--- config.mk ---
export PLATFORM = sky130hd
export DESIGN_NAME = data_mem_arbiter
export DESIGN_NICKNAME = d
export VERILOG_FILES = /design/src/rtl/dmem_pkg.sv /design/src/rtl/rr_arb2.sv /design/src/rtl/data_mem_arbiter.sv
export SDC_FILE = /design/constraint.sdc
export NUM_CORES = 1
export LEC_CHECK = 0
export CELL_PAD_IN_SITES_DETAIL_PLACEMENT = 2
export CELL_PAD_IN_SITES_GLOBAL_PLACEMENT = 2
export CORE_ASPECT_RATIO = 1.75
export CORE_MARGIN = 3
export CORE_UTILIZATION = 19
export DETAILED_ROUTE_END_ITERATION = 8
export GPL_TIMING_DRIVEN = 0
export HOLD_SLACK_MARGIN = 0.05
export PLACE_DENSITY_LB_ADDON = 0.25
export SYNTH_ARGS = -nofsm -noshare
export SYNTH_HDL_FRONTEND = slang
export SYNTH_SLANG_ARGS = --single-unit
--- constraint.sdc ---
create_clock -name clk -period 2.1 [get_ports clk]
set_input_delay 0.315 -clock clk [delete_from_list [all_inputs] [get_ports clk]]
set_output_delay 0.315 -clock clk [all_outputs]
set_load 0.05 [all_outputs]
--- src/rtl/dmem_pkg.sv ---
// ---------------------------------------------------------------------------
// dmem_pkg
// Definitions shared by the data-memory arbiter and its winner selector.
//   DEF_AW / DEF_DW : default address and data widths
//   IDX_W / idx_t   : requester index type (two requesters -> one bit)
//   state_t         : arbiter FSM states
//   idx_to_onehot   : decodes a requester index into per-requester enables
// ---------------------------------------------------------------------------
package dmem_pkg;

    localparam int DEF_AW = 32;
    localparam int DEF_DW = 32;
    localparam int IDX_W  = 1;

    typedef logic [IDX_W-1:0] idx_t;

    typedef enum logic [1:0] {
        ST_IDLE  = 2'd0,
        ST_ISSUE = 2'd1,
        ST_RESP  = 2'd2
    } state_t;

    function automatic logic [1:0] idx_to_onehot(input idx_t idx);
        return (idx == idx_t'(0)) ? 2'b01 : 2'b10;
    endfunction

endpackage

--- src/rtl/rr_arb2.sv ---
// ---------------------------------------------------------------------------
// rr_arb2
// Two-input winner selector. A lone request wins outright; on a tie the
// requester that was NOT granted last wins. Fixed priority is obtained by
// the parent tying i_last to 1, which makes requester 0 win every tie.
// Ports:
//   i_req0, i_req1 : request lines
//   i_last         : index granted most recently
//   o_valid        : at least one request present
//   o_idx          : winning requester index (0 when no request)
// ---------------------------------------------------------------------------
module rr_arb2
    import dmem_pkg::*;
(
    input  logic i_req0,
    input  logic i_req1,
    input  idx_t i_last,
    output logic o_valid,
    output idx_t o_idx
);

    always_comb begin
        o_valid = i_req0 | i_req1;
        o_idx   = idx_t'(0);
        if (i_req0 && i_req1) begin
            o_idx = (i_last == idx_t'(1)) ? idx_t'(0) : idx_t'(1);
        end else if (i_req1) begin
            o_idx = idx_t'(1);
        end
    end

endmodule

--- src/rtl/data_mem_arbiter.sv ---
// ---------------------------------------------------------------------------
// data_mem_arbiter
// Shares one single-port data memory between two requesters. An access is
// latched in IDLE, driven to the memory for one cycle in ISSUE, and, for a
// read, returned in RESP using the memory's registered read data.
//   Write: req sampled -> ack one cycle later (latency 2).
//   Read : req sampled -> mem_re next cycle -> ack + rdata (latency 3).
//
//   state    | meaning
//   ---------+--------------------------------------------------------
//   ST_IDLE  | waiting; samples req0/req1 and latches the winner
//   ST_ISSUE | drives mem_we (ack same cycle) or mem_re for the access
//   ST_RESP  | returns mem_rdata on rdata with the ack pulse
//
// Build option:
//   DATA_MEM_ARB_FIXED_PRIO_EN defined   -> req0 always wins ties, no
//                                           last-grant register.
//   DATA_MEM_ARB_FIXED_PRIO_EN undefined -> round-robin on ties.
//
// Ports:
//   clk, rst_n                : clock, async active-low reset
//   req0/1, we0/1             : access request, 1 = write / 0 = read
//   addr0/1, wdata0/1         : word address and write data per requester
//   ack0/1                    : one-cycle completion pulses
//   rdata                     : read data, non-zero only in the read ack cycle
//   mem_we, mem_re            : data-memory write / read strobes
//   mem_addr, mem_wdata       : data-memory address / write data
//   mem_rdata                 : registered memory read data
// ---------------------------------------------------------------------------
module data_mem_arbiter
    import dmem_pkg::*;
#(
    parameter int AW = DEF_AW,
    parameter int DW = DEF_DW
) (
    input  logic          clk,
    input  logic          rst_n,

    input  logic          req0,
    input  logic          req1,
    input  logic          we0,
    input  logic          we1,
    input  logic [AW-1:0] addr0,
    input  logic [AW-1:0] addr1,
    input  logic [DW-1:0] wdata0,
    input  logic [DW-1:0] wdata1,

    output logic          ack0,
    output logic          ack1,
    output logic [DW-1:0] rdata,

    output logic          mem_we,
    output logic          mem_re,
    output logic [AW-1:0] mem_addr,
    output logic [DW-1:0] mem_wdata,
    input  logic [DW-1:0] mem_rdata
);

    state_t        r_state;
    state_t        w_state_nxt;

    idx_t          r_idx;
    logic          r_we;
    logic [AW-1:0] r_addr;
    logic [DW-1:0] r_wdata;

    logic          w_gnt_valid;
    idx_t          w_gnt_idx;
    idx_t          w_last;
    logic          w_latch;
    logic          w_sel1;
    logic          w_ack;
    logic [1:0]    w_ack_sel;

    // An access is captured only from IDLE; requests arriving in the ack
    // cycle are therefore seen one cycle later, once back in IDLE.
    assign w_latch = (r_state == ST_IDLE) && w_gnt_valid;
    assign w_sel1  = (w_gnt_idx == idx_t'(1));

`ifdef DATA_MEM_ARB_FIXED_PRIO_EN
    // Presenting "1 was last" permanently makes requester 0 win every tie.
    assign w_last = idx_t'(1);
`else
    idx_t r_last;

    // Reset value 1 gives requester 0 the first tie.
    always_ff @(posedge clk or negedge rst_n) begin
        if (!rst_n) begin
            r_last <= idx_t'(1);
        end else if (w_latch) begin
            r_last <= w_gnt_idx;
        end
    end

    assign w_last = r_last;
`endif

    rr_arb2 u_rr_arb2 (
        .i_req0  (req0),
        .i_req1  (req1),
        .i_last  (w_last),
        .o_valid (w_gnt_valid),
        .o_idx   (w_gnt_idx)
    );

    always_ff @(posedge clk or negedge rst_n) begin
        if (!rst_n) begin
            r_state <= ST_IDLE;
            r_idx   <= idx_t'(0);
            r_we    <= 1'b0;
            r_addr  <= '0;
            r_wdata <= '0;
        end else begin
            r_state <= w_state_nxt;
            if (w_latch) begin
                r_idx   <= w_gnt_idx;
                r_we    <= w_sel1 ? we1    : we0;
                r_addr  <= w_sel1 ? addr1  : addr0;
                r_wdata <= w_sel1 ? wdata1 : wdata0;
            end
        end
    end

    // Memory-side outputs are zero except in ISSUE, rdata except in RESP.
    always_comb begin
        w_state_nxt = r_state;
        mem_we      = 1'b0;
        mem_re      = 1'b0;
        mem_addr    = '0;
        mem_wdata   = '0;
        rdata       = '0;
        w_ack       = 1'b0;

        case (r_state)
            ST_IDLE: begin
                if (w_gnt_valid) begin
                    w_state_nxt = ST_ISSUE;
                end
            end
            ST_ISSUE: begin
                mem_addr = r_addr;
                if (r_we) begin
                    mem_we      = 1'b1;
                    mem_wdata   = r_wdata;
                    w_ack       = 1'b1;
                    w_state_nxt = ST_IDLE;
                end else begin
                    mem_re      = 1'b1;
                    w_state_nxt = ST_RESP;
                end
            end
            ST_RESP: begin
                rdata       = mem_rdata;
                w_ack       = 1'b1;
                w_state_nxt = ST_IDLE;
            end
            default: begin
                w_state_nxt = ST_IDLE;
            end
        endcase
    end

    // A single latched index steers the one ack, so both can never fire.
    assign w_ack_sel = idx_to_onehot(r_idx);
    assign ack0      = w_ack & w_ack_sel[0];
    assign ack1      = w_ack & w_ack_sel[1];

endmodule
==> metrics.txt <==
fin crit share=95.9%; Final nets=937; Final Hold Fails=0; Power Internal=5.94 mW; Clock Power Share=12.9%; register bit total from synthesis=69; Clock Latency Late Sink=0.34 ns; Leak Pwr=3.26 nW; vias in the first global route=5505; CP max FO=10; CTS buffer count=9; via density per instance=4.52; area leader, netlist=dfrtp_1; Synth top area share=44.6%; full die area=21900 um2; status=finished clean; clock sink count=69; DRC errors left=0; clock slew at reported path FFs=0.07 ns; Clock Tree Buf Depth=2; Critical Path Sink Type=primary output; GRT Overall Usage=18.8%; vias=4610; GR Overflow Total=0; largest net degree at the start of global routing=46; Syn Area/Cell=7.81 um2; initial antenna violation count=1; IR drop worst, VDD=0.698 mV; post-route ant nets=0; reg2reg setup slack=0.19 ns; fill count=2293; Routed WL=20500 um; DP Worst Slack=-1.08 ns; die width=113 um; PortBufs=265; die height=194 um; Util after Layout=36.5%; Max Cap Viol=0; commonest cells after routing, fill and taps aside=164 x clkdlybuf4s50_1, 131 x a21oi_1, 68 x nor2_1, 68 x dfrtp_1, 67 x nand2_1; Cell Rows=68; I/O pins=266; first-pass GRT wire length=32000 um; Worst Clk Skew=0.0140 ns; routability congestion estimate from global placement=0.844; Worst Setup Path Type=register to primary output; WP data arrival=1.70 ns; commonest non-fill, non-tap cell in the layout=clkdlybuf4s50_1; Initial DRC Count=104; layout cells sized above 1=21.3%; clock root cell=clkbuf_16; overall power=12.4 mW; cells after synthesis=489; crit path time final=2.01 ns; post-DP HPWL=16300 um; Slew Limit Fails=0; CP startpoint kind=register; mapped cell area=3820 um2; Max Freq=497 MHz; Hold Path Class=input port to async pin; part of the power in combinational logic=67.6%; register area share after synthesis=45.2%; post-CTS setup buffers=0; Power Dens Cells=1720 nW/um2; Flop pwr share=19.5%; synth top area cells=dfrtp_1 45%, a21oi_1 17%, and2_1 11%; Initial Util=19.3%; Slew headroom=60.9%; drt pass-1 iters=4; RSZ-0062 raised after global routing=true; Synthesized Nets=658; Layout area overhead=88.6%; H-tree depth=3; Netlist cell types=22; Worst Path Required=1.78 ns; final worst-path setup slack=0.0862 ns; Avg WL per Cell=20.1 um; net load switching power=6.45 mW; worst slew pin tran=0.586 ns; core area=19700 um2; final setup fails=0; sw frac=52.1%; TritonCTS clock tree=done; YS warnings=0
[critical path, stage by stage, from the launching register on]
cell      delay (ns)
dfrtp_1         0.41
inv_2           0.09
ha_4            0.15
clkbuf_8        0.17
clkbuf_8        0.18
and2_1          0.18
buf_6           0.17
[stage by stage]
| step | instances | instance area, um2 | hold WS (ns) | TNS (ns) |
|---|---|---|---|---|
| global placement | 999 | 6780 | 0.500 | -203.55 |
| finish | 1019 | 7200 | 0.446 | 0 |
| global route | 1019 | 7200 | 0.466 | -0.00607 |
| floorplan | 489 | 3820 | 0.0194 | -0.190 |
| detailed placement | 1000 | 6800 | 0.268 | -66.39 |
| CTS | 1018 | 7130 | 0.459 | -0.582 |
[registers in the layout (all words and copies together), names as in the netlist]
name	cells
r_last	1
r_wdata	32
r_idx	1
r_state	2
r_we	1
r_addr	32
[cell usage after synthesis (all sizes together)]
master / count
nor2: 68
and2: 65
and3: 32
o21a: 1
a31oi: 1
ha: 3
mux2: 1
a21boi: 2
a21bo: 1
dfstp: 1
buf: 24
dfrtp: 68
a21oi: 131
clkbuf: 17
o21ai: 3
inv: 3
nand2: 67
nor2b: 1
[layer usage]
metal	GRT usage, %	share of wire (%)
met3	3.69	4.4
met5	0	0
met4	5.61	2.1
met2	37.2	58
met1	19.1	36
[final cells by class]
| cell class | count | area, um2 | area share (%) |
|---|---|---|---|
| timing repair buffer | 268 | 2660 | 36.9 |
| clock inverter | 6 | 71.3 | 0.990 |
| multi-input combinational | 376 | 1910 | 26.5 |
| clock buffer | 10 | 239 | 3.32 |
| sequential | 69 | 1730 | 24.0 |
| inverter | 3 | 11.3 | 0.156 |
| buffer | 41 | 277 | 3.84 |
| tap | 245 | 307 | 4.26 |
| antenna | 1 | 2.50 | 0.0347 |
[final timing paths]
check                       startpoint          end  cells past startpoint
max                         r_state[1]  mem_addr[0]                      6
max in group asynchronous        rst_n   r_wdata[7]                      3
min                              rst_n   r_addr[21]                      2
max reg2reg                 r_state[0]   r_wdata[3]                      7
min reg2reg                r_wdata[21]  r_wdata[21]                      2
min in group clk            wdata0[16]  r_wdata[16]                      3
[power by group through the flow]
stage,logic (mW),registers [mW],clock network [mW]
2_1_floorplan,5.15,2.28,0
3_3_place_gp,7.92,2.37,0
3_5_place_dp,8.10,2.43,0
4_1_cts,8.49,2.42,1.64
5_1_grt,9.02,2.51,1.70
6_report,8.37,2.42,1.60
[cell families after synthesis]
family | count (synthesis) | synth area share (%)
fa+ha+maj | 3 | 0.983
compound gates | 139 | 18.7
mux | 1 | 0.295
flops | 69 | 45.2
buf+inv | 44 | 5.47
simple gates | 233 | 29.3
[timing repair]
| action | CTS | global route |
|---|---|---|
| cloned | 1 | 0 |
| hold buffers | 1 | 0 |
| gates resized for setup | 645 | 34 |
| setup endpoints to repair | 100 | 44 |
| pin swaps | 0 | 0 |
| hold endpoints to repair | 23 | 0 |
(Power assumes the default switching activity.)
